File: config.mk
export PLATFORM = sky130hd
export DESIGN_NAME = hazard_ctrl
export DESIGN_NICKNAME = d
export VERILOG_FILES = /design/src/rtl/hazard_ctrl.sv
export SDC_FILE = /design/constraint.sdc
export NUM_CORES = 1
export LEC_CHECK = 0
export CORE_MARGIN = 2
export CORE_UTILIZATION = 49
export DETAILED_ROUTE_END_ITERATION = 10
export GPL_TIMING_DRIVEN = 0
export PLACE_DENSITY = 0.95
export SYNTH_ARGS = -nofsm -noshare
export SYNTH_HDL_FRONTEND = slang
export SYNTH_SLANG_ARGS = --single-unit
File: constraint.sdc
create_clock -name clk -period 3.1 [get_ports clk]
set_input_delay 0.62 -clock clk [delete_from_list [all_inputs] [get_ports clk]]
set_output_delay 0.62 -clock clk [all_outputs]
set_load 0.01 [all_outputs]
File: src/rtl/hazard_ctrl.sv
// hazard_ctrl: pipeline sequencing for load-use bubbles, memory stalls, branch squash and HALT drain.
module hazard_ctrl (
  input  logic        clk,
  input  logic        rst,
  input  logic        id_valid,
  input  logic [2:0]  id_rs,
  input  logic        id_rs_used,
  input  logic [2:0]  id_rt,
  input  logic        id_rt_used,
  input  logic        id_halt,
  input  logic [2:0]  ex_writeReg,
  input  logic        ex_regWrite,
  input  logic        ex_memRead,
  input  logic        ex_branch_taken,
  input  logic        imem_stall,
  input  logic        dmem_stall,
  output logic        pc_en,
  output logic        if_id_en,
  output logic        id_ex_en,
  output logic        ex_mem_en,
  output logic        mem_wb_en,
  output logic        if_id_flush,
  output logic        id_ex_bubble,
  output logic        halted,
  output logic [15:0] stall_cycles,
  output logic        err
);
  typedef enum logic [1:0] {RUN, DRAIN, HALTED} state_t;
  state_t      state_q, state_d;
  logic [1:0]  drain_cnt_q, drain_cnt_d;
  logic [15:0] stall_q, stall_d;
  logic        err_q, err_d;
  logic        lu, stall_inc;
  assign lu = id_valid & ex_memRead & ex_regWrite &
              ((id_rs_used & (id_rs == ex_writeReg)) | (id_rt_used & (id_rt == ex_writeReg)));
  always_comb begin
    {pc_en, if_id_en, id_ex_en, ex_mem_en, mem_wb_en} = 5'b11111;
    if_id_flush  = 1'b0;
    id_ex_bubble = 1'b0;
    stall_inc    = 1'b0;
    state_d      = state_q;
    drain_cnt_d  = drain_cnt_q;
    case (state_q)
      RUN: begin
        if (dmem_stall) begin
          {pc_en, if_id_en, id_ex_en, ex_mem_en, mem_wb_en} = 5'b00000;
          stall_inc = 1'b1;
        end else if (ex_branch_taken) begin
          if_id_flush  = 1'b1;
          id_ex_bubble = 1'b1;
        end else if (lu) begin
          pc_en        = 1'b0;
          if_id_en     = 1'b0;
          id_ex_bubble = 1'b1;
          stall_inc    = 1'b1;
        end else if (id_valid & id_halt) begin
          pc_en       = 1'b0;
          if_id_flush = 1'b1;
          state_d     = DRAIN;
          drain_cnt_d = 2'd3;
        end else if (imem_stall) begin
          pc_en       = 1'b0;
          if_id_flush = 1'b1;
          stall_inc   = 1'b1;
        end
      end
      DRAIN: begin
        pc_en        = 1'b0;
        if_id_en     = 1'b0;
        id_ex_bubble = 1'b1;
        {id_ex_en, ex_mem_en, mem_wb_en} = dmem_stall ? 3'b000 : 3'b111;
        drain_cnt_d  = dmem_stall ? drain_cnt_q : drain_cnt_q - 2'd1;
        state_d      = (!dmem_stall && drain_cnt_q == 2'd1) ? HALTED : DRAIN;
      end
      default: {pc_en, if_id_en, id_ex_en, ex_mem_en, mem_wb_en} = 5'b00000;
    endcase
    stall_d = (stall_inc && stall_q != 16'hFFFF) ? stall_q + 16'd1 : stall_q;
    err_d   = err_q | (ex_branch_taken & (state_q != RUN));
  end
  always_ff @(posedge clk or negedge rst) begin
    if (!rst) begin
      state_q     <= RUN;
      drain_cnt_q <= 2'd0;
      stall_q     <= 16'd0;
      err_q       <= 1'b0;
    end else begin
      state_q     <= state_d;
      drain_cnt_q <= drain_cnt_d;
      stall_q     <= stall_d;
      err_q       <= err_d;
    end
  end
  assign halted       = state_q == HALTED;
  assign stall_cycles = stall_q;
  assign err          = err_q;
endmodule

==> results.py <==
metrics = {
    "run_status": {
        "status": "finished, final reports clean",
    },
    "critical_path": {
        "path_cells": "clkdlybuf4s50_1, xnor2_1, and4_2, o21bai_2, o211a_1, clkdlybuf4s50_1",
        "crit_slowest_cell": "clkdlybuf4s50_1",
        "critPathKind": "in2out",
        "worstPathArrival_ps": 2400,
        "cp-start-kind": "input pin",
        "worstPathRequired_ps": 2480,
        "worst_setup_path_end_kind": "output pin",
        "critPathMaxFanout": 5,
        "crit_path_max_incr_delay_ps": 520,
        "cp_common_cell": "clkdlybuf4s50_1",
    },
    "global_routing": {
        "grt_util_all_layers_pct": 22.5,
        "grt_pass1_vias": 1252,
        "grt_max_degree": 22,
        "overflow": 0,
        "antenna_found_initial": 0,
        "grt_pass1_wl_um": 5640,
    },
    "timing": {
        "clock.fmax_mhz": 331,
        "fin_crit_sh_pct": 97.3,
        "finalSetupViolCount": 0,
        "finalHoldViolCount": 0,
        "rsz0062_at_grt": "false",
        "finClkSkew_ps": 9.14,
        "worst_pin_slew_ps": 937,
        "post-route-min-period_ps": 3020,
        "slew_headroom_pct": 37.3,
        "finalMaxSlewViolations": 0,
        "hold_slack_ps": 487,
        "fin_tns_setup_ps": 0,
    },
    "synthesis": {
        "netlist_top_cells_area": "dfrtp_1 (39%), xnor2_1 (9.8%), mux2_1 (3.4%)",
        "syn_area_mm2": 0.00134,
        "syn_nets": 157,
        "syn_inst": 135,
        "post-synth-top-count-cell": "dfrtp_1",
        "syn_area_per_cell_um2": 9.89,
        "ys_seq_area_share_pct": 39.4,
        "ys.flop_type": "dfrtp_1",
        "yosysTopAreaCellShare_pct": 39.4,
        "async_flop_share_pct": 100,
        "synth-seq-cells": 21,
        "synth_cell_types": 44,
        "synth_edf_count": 0,
        "yosys_warnings": 0,
        "synth_top_area_cell": "dfrtp_1",
        "synth_common_cells": "dfrtp_1 (21), xnor2_1 (15), nand2_1 (11), nand3_1 (7), nor2_1 (7)",
    },
    "power": {
        "finalPower_uw": 469,
        "pwr-share-comb_pct": 12.0,
        "power.density_mw_per_mm2": 256,
        "p_clk_share_pct": 29.2,
        "p_leak_nw": 0.728,
        "cellInternalPower_uw": 357,
        "switchingPower_uw": 112,
        "ir_drop_mv": 0.410,
        "switching_share_pct": 23.9,
        "pwr-share-seq_pct": 58.8,
    },
    "final_layout": {
        "antenna_cells": 0,
        "final_cell_area_mm2": 0.00183,
        "multi_input_area_um2": 753,
        "regArea_um2": 526,
        "synthToLayoutAreaGrowth_pct": 37.1,
        "nFillCells": 203,
        "drive_gt1_share_pct": 8.79,
        "fin_nets": 205,
    },
    "die": {
        "io_pins": 45,
        "die_area_mm2": 0.00316,
        "die_w_um": 56.2,
        "start_util_pct": 52.9,
        "core_mm2": 0.00252,
        "dieHeight_um": 56.2,
        "rows": 18,
    },
    "drt": {
        "avgViaCountPerCell": 6.00,
        "drtIter0Drc": 44,
        "firstDrtPassIters": 4,
        "wire_per_inst_um": 16.2,
        "drc": 0,
        "routed_wl_um": 3420,
        "detail-route-antenna-nets": 0,
        "vias": 1272,
    },
    "clock_tree": {
        "h-tree-depth": 1,
        "numCtsBuffers": 3,
        "ctsHoldBuffers": 0,
        "insertion_delay_ps": 320,
        "numClockSinks": 21,
        "cts.path.max_buffers": 2,
        "cts_tree": "done",
        "cts-root-buf": "clkbuf_4",
        "cts.clk_slew.worst_paths_ps": 110,
        "cts_setup_buffers": 0,
    },
    "placement": {
        "io_buffer_count": 43,
        "place_hpwl_um": 2560,
        "gp_congestion": 0.821,
        "dpl-instance-area_mm2": 0.00180,
    },
    "min_path": {
        "hold_path.class": "reg2reg",
    },
    "job": {
        "cap_violations": 0,
    },
}
## layout by cell type (no fill, tap or decap), types with 2 or more instances in the layout
cell,instances
dfrtp_1,21
inv_1,5
clkdlybuf4s50_1,40
nor4_1,2
and3_1,2
xnor2_1,15
a211o_1,3
nand2_1,11
clkbuf_1,4
a21oi_1,5
o21ai_0,3
nor2_1,7
nand4_1,2
o21ai_1,2
nand3_1,7
xor2_1,2
o2111ai_1,4
and4_1,2
ha_1,2
mux2_1,4
o22ai_1,2
clkbuf_4,3
nand2b_1,2
buf_4,2
a31oi_1,2
dlygate4sd2_1,3
a211oi_1,3
o21a_1,2
## critical path: cells and delay by family
family,cells,cell delay (ps)
XOR/XNOR,1,150
AO/OA/AOI/OAI,2,380
buffers and inverters,2,980
AND/OR/NAND/NOR,1,260
## metal layers
layer | share of wire (%) | wire length, um | GRT usage (%)
met1 | 41 | 1410 | 28.3
met2 | 52 | 1760 | 36.0
met3 | 5.9 | 201 | 6.05
met4 | 1.5 | 52 | 10.2
met5 | 0 | 0 | 0
## cell type report
type                       instances  area share [%]
multi-input combinational        102            41.1
sequential                        21            28.7
timing repair buffer              43            23.3
buffer                             7            2.32
tap                               30            2.05
clock buffer                       4            1.44
inverter                           5            1.03
## path summary, 6_finish.rpt
path | startpoint | to | slack, ps | depth (start not counted)
worst max register to register | stall_cycles[4] | stall_cycles[1] | 1160 | 6
worst min register to register | err | err | 490 | 1
max in group asynchronous | rst | stall_cycles[13] | 1710 | 1
min in group asynchronous | rst | stall_cycles[12] | 810 | 1
worst min-delay path | err | err | 490 | 1
worst max-delay path | ex_writeReg[1] | if_id_en | 80 | 6
## power by group through the flow
stage               logic [mW]  clock network (mW)  registers [mW]
detailed placement      0.0560                   0           0.281
global placement        0.0536                   0           0.281
floorplan               0.0194                   0           0.281
finish                  0.0561               0.137           0.276
CTS                     0.0567               0.134           0.276
global route            0.0611               0.155           0.276
## per-stage QoR
stage / worst slack, ps / cells / util [%]
finish: 82.2 / 212 / 72.6
global route: 14.4 / 212 / 72.6
CTS: 64.9 / 212 / 72.6
detailed placement: -251 / 208 / 71.5
global placement: -200 / 208 / 71.5
floorplan: 786 / 135 / -
## flip-flops by register name, indices dropped and copies added (netlist names)
| signal | cells |
|---|---|
| stall_cycles | 16 |
| err | 1 |
| state_q | 2 |
| drain_cnt_q | 2 |
## logic make-up after synthesis
family | count (synthesis) | synth area share, %
compound gates | 34 | 18.8
mux | 6 | 5.25
xor+xnor | 17 | 11.2
simple gates | 43 | 18.9
flops | 21 | 39.4
fa+ha+maj | 2 | 1.87
buf+inv | 12 | 4.59
## repair_timing
action,CTS,global route
hold endpoints to repair,0,0
gates resized for setup,5,0
endpoints found under the setup margin,4,0
Note: power is estimated with default switching activity, not from simulation.
